**config.mk**
```make
export PLATFORM = sky130hd
export DESIGN_NAME = inst_fetch_unit
export DESIGN_NICKNAME = d
export VERILOG_FILES = /design/src/rtl/inst_fetch_unit.sv
export SDC_FILE = /design/constraint.sdc
export NUM_CORES = 1
export LEC_CHECK = 0
export BUFFER_PORTS_ARGS = -buffer_cell sky130_fd_sc_hd__buf_2
export CELL_PAD_IN_SITES_DETAIL_PLACEMENT = 1
export CELL_PAD_IN_SITES_GLOBAL_PLACEMENT = 1
export CORE_MARGIN = 2
export CORE_UTILIZATION = 44
export DETAILED_ROUTE_END_ITERATION = 16
export MAX_ROUTING_LAYER = met4
export PLACE_DENSITY_LB_ADDON = 0.1
export SLEW_MARGIN = 20
export SYNTH_ARGS = -nofsm -noshare
export SYNTH_HDL_FRONTEND = slang
export SYNTH_SLANG_ARGS = --single-unit
```
**constraint.sdc**
```tcl
create_clock -name clk_cpu -period 8.8 [get_ports clk_cpu]
set_clock_uncertainty 0.05 [all_clocks]
set_input_delay 0.88 -clock clk_cpu [delete_from_list [all_inputs] [get_ports clk_cpu]]
set_output_delay 0.88 -clock clk_cpu [all_outputs]
set_load 0.01 [all_outputs]
```
**src/rtl/inst_fetch_unit.sv**
```systemverilog
// rtl/inst_fetch_unit.sv - instruction fetch front end with prefetch FIFO and branch redirect
// Issues fixed-latency ROM requests and buffers {inst, pc} pairs for a valid/ready consumer.
module inst_fetch_unit #(
  parameter int               WIDTH    = 32,
  parameter logic [WIDTH-1:0] RESET_PC = 32'h00400000,
  parameter int               DEPTH    = 4
) (
  input  logic             clk_cpu,
  input  logic             reset,
  output logic             imem_req,
  output logic [WIDTH-1:0] imem_addr,
  input  logic [WIDTH-1:0] imem_rdata,
  input  logic             redirect,
  input  logic [WIDTH-1:0] redirect_pc,
  output logic             out_valid,
  input  logic             out_ready,
  output logic [WIDTH-1:0] out_inst,
  output logic [WIDTH-1:0] out_pc
);

  localparam int AW = $clog2(DEPTH);
  localparam int CW = AW + 1;

  logic [WIDTH-1:0] fetch_pc;
  logic [WIDTH-1:0] inflight_pc;
  logic             inflight;
  logic [CW-1:0]    count;
  logic [AW-1:0]    rd_ptr;
  logic [AW-1:0]    wr_ptr;
  logic [WIDTH-1:0] inst_q [DEPTH];
  logic [WIDTH-1:0] pc_q   [DEPTH];

  logic             pop;
  logic             push;
  logic [CW:0]      occupancy;

  assign out_valid = (count != '0);
  assign out_inst  = inst_q[rd_ptr];
  assign out_pc    = pc_q[rd_ptr];
  assign pop       = out_valid & out_ready;
  assign push      = inflight & ~redirect;

  // Credit check counts the in-flight slot so a response never lands in a full FIFO.
  assign occupancy = {1'b0, count} + (CW+1)'(inflight) - (CW+1)'(pop);
  assign imem_req  = ~reset & ~redirect & (occupancy < (CW+1)'(DEPTH));
  assign imem_addr = fetch_pc;

  always_ff @(posedge clk_cpu or posedge reset) begin
    if (reset) begin
      fetch_pc    <= RESET_PC;
      inflight_pc <= '0;
      inflight    <= 1'b0;
      count       <= '0;
      rd_ptr      <= '0;
      wr_ptr      <= '0;
      for (int i = 0; i < DEPTH; i++) begin
        inst_q[i] <= '0;
        pc_q[i]   <= '0;
      end
    end else if (redirect) begin
      // Flush buffered and in-flight work; a same-cycle pop is discarded too.
      fetch_pc <= {redirect_pc[WIDTH-1:2], 2'b00};
      inflight <= 1'b0;
      count    <= '0;
      rd_ptr   <= '0;
      wr_ptr   <= '0;
    end else begin
      if (imem_req) begin
        fetch_pc    <= fetch_pc + WIDTH'(4);
        inflight    <= 1'b1;
        inflight_pc <= fetch_pc;
      end else begin
        inflight    <= 1'b0;
      end
      if (push) begin
        inst_q[wr_ptr] <= imem_rdata;
        pc_q[wr_ptr]   <= inflight_pc;
        wr_ptr         <= wr_ptr + AW'(1);
      end
      if (pop) begin
        rd_ptr <= rd_ptr + AW'(1);
      end
      count <= count + CW'(push) - CW'(pop);
    end
  end

endmodule

```
; Yosys cells after proc, flatten, opt, wreduce, memory -nomap -nowiden
; Cells that the tools add are included.
[op_classes]
add_sub_neg = 7
magnitude_cmp = 4
n_mux = 19
n_bitwise = 8
n_reduce_logical = 7
[op_table]
columns = cell, n
row1 = $bwmux 128, 2
row2 = $mux 32, 7
row3 = $bmux 32 s2, 2
row4 = $demux 32 s2, 1
row5 = $add 32x3->32 const B, 1
row6 = $mux 2, 4
row7 = $ge 3x3->1 const B, 2
row8 = $not 2->3, 2
row9 = $reduce_bool 2->1, 3
row10 = $add 2x1->2 const B, 2
row11 = $add 3x1->4, 1
row12 = $and 1x1->1, 4
row13 = $lt 4x3->1 const B, 1
row14 = $reduce_and 2->1, 2
row15 = $sub 4x1->4, 1
row16 = $add 3x1->3, 1
row17 = $lt 3x1->1 const B, 1
row18 = $mux 3, 1
row19 = $reduce_bool 3->1, 1
row20 = $sub 3x1->3, 1
row21 = $mux 1, 2
row22 = $not 1->1, 2
row23 = $logic_and 1x1->1, 1
[word_totals]
reg_bits = 328
input_bits = 68
output_inout_bits = 98
wordCells = 59

; Logic depth before layout (Yosys ltp)
[logic_depth]
ltp_word = 7
ltp_mapped = 13
mapped_depth_nobuf = 11

; Least setup slack after synthesis
; Ideal clock, no wire load.
[synth_path]
path_kind = in2out
startpoint = in out_ready
endpoint = out imem_req
t_arrival_ps = 2608
required_time_ps = 7870
path_slack_ps = 5262
path_stages = 10
n_path_buf = 2
path_cell_list = and2_1 > ha_1 > inv_1 > ha_1 > and3b_1 > o2111ai_2 > and2_1 > buf_6 > clkbuf_1 > inv_1
[synth_between]
elab_chain_cells = 4
[synth_rtl]
columns = item, line_no
row1 = from (decl), 16  ; input logic out_ready,
row2 = $and 1x1->1, 40  ; assign pop = out_valid & out_ready;
row3 = $sub 4x1->4, 44  ; assign occupancy = {1'b0, count} + (CW+1)'(inflight) - (CW+1)'(pop);
row4 = $lt 4x3->1, 45  ; assign imem_req = ~reset & ~redirect & (occupancy < (CW+1)'(DEPTH));
row5 = $and 1x1->1, 45
row6 = to (decl), 10  ; output logic imem_req,
; No other way between the ends.

; Worst setup path after layout
[layout_path]
startpoint = reg count[1]
endpoint = out imem_req
[layout_between]
elab_chain_cells = 5
elab_cells_between_ends = 6
classes_between = add/sub (2) / order compare (1) / bitwise (2) / reduce/logical (1)
[layout_rtl]
columns = item, line_no
row1 = from (decl), 27  ; logic [CW-1:0] count;
row2 = from (signal assigned), 83  ; count <= count + CW'(push) - CW'(pop);
row3 = "parallel branches: the longest is 2 deep, another holds $add 3x1->4", n/a
row4 = $sub 4x1->4 *, 44
row5 = $lt 4x3->1 *, 45
row6 = $and 1x1->1 *, 45
; Every way passes the cells marked *.

==> results.py <==
metrics = {
    "outcome": {
        "status": "completed",
    },
    "sta": {
        "fin_crit_sh_pct": 50.7,
        "rsz0062_at_grt": "false",
        "post-route-min-period_ns": 4.46,
        "tns_ns": 0,
        "fmaxAchievable_ghz": 0.224,
        "setup_viol": 0,
        "maxSlewHeadroom_pct": 25.5,
        "finalMaxSlewViolations": 0,
        "final_hold_viol_count": 0,
        "tightest_slew_ns": 1.12,
    },
    "cts": {
        "cts_num_sinks": 316,
        "clock_latency_ns": 0.51,
        "cts_tree": "yes",
        "cts_max_path_buffers": 3,
        "clk_transition_reported_paths_ns": 0.06,
        "cts-htree-levels": 2,
        "cts_buffers": 36,
        "cts-root-buf": "clkbuf_16",
        "cts_setup_buffers": 0,
        "cts-hold-fix-buffers": 0,
        "cts.repair.resized": 0,
    },
    "yosys": {
        "synthCells": 990,
        "async_reset_ff_share_pct": 100,
        "synth_seq_cells": 316,
        "synth_top_cells_by_area": "dfrtp_1 (56%), mux2_2 (20%), mux4_2 (9.8%), nand2_1 (3.3%), buf_2 (1.2%)",
        "synth_area_per_cell_sq_um": 14.3,
        "ys_types": 49,
        "yosysTopAreaCellShare_pct": 55.6,
        "synth_ff_type": "dfrtp_1",
        "yosysTopAreaCell": "dfrtp_1",
        "syn-cell-area_sq_um": 14200,
        "yosysWarnings": 0,
        "synth-edff-count": 0,
        "ys_seq_area_share_pct": 55.8,
    },
    "cells_and_area": {
        "fillers": 3107,
        "syn_to_final_growth_pct": 16.5,
        "num_antenna_cells": 0,
        "fin_nets": 1212,
        "multi_input_area_sq_um": 5950,
        "layout_commonest_cell": "dfrtp_1",
        "mostFrequentLayoutCells": "dfrtp_1 (313), mux2_2 (254), buf_2 (159), nand2_1 (122), mux4_2 (62)",
        "drive_gt1_share_pct": 48.1,
        "final_util_pct": 52.2,
        "seq_area_sq_um": 7920,
    },
    "critical_path": {
        "critical_path_class": "reg2out",
        "cp.required_ns": 7.87,
        "start_kind": "flip-flop",
        "worstPathCellList": "or3_1 -> and2_1 -> ha_1 -> inv_1 -> ha_1 -> and3b_1 -> nand4bb_4 -> and2_1 -> buf_4 -> inv_1 -> buf_2",
        "cp_slowest_stage_delay_ns": 0.51,
        "crit_arrival_ns": 3.53,
        "endpoint_kind": "output pin",
        "critPathMaxFanout": 36,
        "r2r_cells": 11,
        "slowest_stage": "nand4bb_4",
    },
    "power": {
        "power.leakage_nw": 8.03,
        "vdd_ir_drop_max_uv": 117,
        "power_w": 0.00489,
        "p_per_area_nw_per_um2": 296,
    },
    "detailed_routing": {
        "drt-total-wl_mm": 32.1,
        "ant_nets": 0,
        "wl_per_cell_um": 20.6,
        "vias": 8528,
        "avgViaCountPerCell": 5.46,
        "first_pass_iters": 4,
        "drc": 0,
        "drt_iter0_markers": 337,
    },
    "placed_design": {
        "io_buffers": 159,
        "dp_hpwl_mm": 19.6,
        "gp_congestion": 0.769,
    },
    "floorplanning": {
        "die_y_um": 184,
        "io_pins": 166,
        "die_width_um": 184,
        "die_area_sq_um": 33700,
        "core_sq_um": 31600,
        "initial_core_util_pct": 44.8,
        "rows": 65,
    },
    "global_route": {
        "grt_max_degree": 141,
        "grt_pass1_vias": 9291,
        "grt_overflow": 0,
        "grt_pass1_wl_mm": 51.9,
        "antenna_found_initial": 0,
        "grt_usage_pct": 20.3,
    },
    "run": {
        "cap_violations": 0,
    },
    "worst_hold_path": {
        "hold_depth": 1,
        "hold_class": "reg2reg",
    },
}
[sequential cells by signal, indices dropped and copies added (netlist names)]
signal,flops
inflight_pc,30
wr_ptr,2
count,3
inflight,1
inst_q,128
rd_ptr,2
pc_q,120
imem_addr,30
[layout make-up]
class	instances	area share (%)
Clock buffer	54	6.47
Timing Repair Buffer	167	5.25
Inverter	15	0.363
Tap cell	402	3.04
Clock inverter	11	0.984
Multi-Input combinational cell	597	36.0
Sequential cell	316	47.9
[cells by family after synthesis]
logic type	after synthesis	synth area share (%)
compound gates	56	2.83
xor+xnor	27	1.67
fa+ha+maj	11	1.02
buf+inv	80	2.61
flops	316	55.8
mux	321	30.4
other cells	1	0.0264
simple gates	178	5.72
[cells in the mapped netlist (2+ instances only)]
library cell	n
buf_2	35
mux2_2	254
inv_1	15
nand3_1	7
nor3_1	3
ha_1	10
and4_1	4
buf_1	8
a2111oi_2	4
or3_1	2
and3_1	4
o21ai_0	19
a21oi_1	9
buf_4	5
xnor2_1	19
a211o_1	2
nand2_1	126
dfrtp_1	315
and2_1	4
clkbuf_1	16
a211oi_1	8
mux4_2	62
a31oi_1	2
nand4_1	7
xor2_1	8
mux2i_1	5
nor2b_1	3
nor2_1	12
a21boi_0	2
[power by group]
| part | switching (W) | leakage (nW) | internal [W] |
|---|---|---|---|
| registers | 0.000277 | 4.19 | 0.00179 |
| logic | 0.000583 | 3.23 | 0.000698 |
| clock network | 0.000581 | 0.609 | 0.000959 |
| total | 0.00144 | 8.03 | 0.00344 |
[critical path, delay by kind of cell (launching register included)]
family / cells / cell delay, ns
buffers and inverters: 4 / 0.55
and+or+nand+nor: 5 / 1.64
DFF: 1 / 0.43
adders and majority gates: 2 / 0.40
[through the flow]
step / instance area [sq um] / std cells / hold WS (ns) / setup WS, ns
after floorplan: 14200 / 993 / 0.424 / 3.66
after global placement: 15300 / 1497 / 0.432 / 4.68
after detailed placement: 15300 / 1497 / 0.437 / 4.67
after CTS: 16500 / 1562 / 0.450 / 4.26
after global routing: 16500 / 1562 / 0.459 / 4.06
final: 16500 / 1562 / 0.447 / 4.34
[worst paths after layout]
path | start | endpoint | slack, ns
min | pc_q[85] | pc_q[85] | 0.45
max reg2reg | count[1] | imem_addr[21] | 5.16
max in group asynchronous | reset | inst_q[56] | 6.16
max | count[1] | imem_req | 4.34
min in group asynchronous | reset | imem_addr[31] | 0.52
min reg2reg | pc_q[85] | pc_q[85] | 0.45
[routing by layer]
layer	routed length, um	global-route usage (%)	vias to the layer above	part of all wire [%]
met5	0	-	-	0
met4	357	3.55	0	1.1
met3	1430	3.43	31	4.4
met2	15100	32.1	182	47
met1	15300	28.0	4467	47
li1	-	-	3848	-
Note: power is estimated with default switching activity, not from simulation.
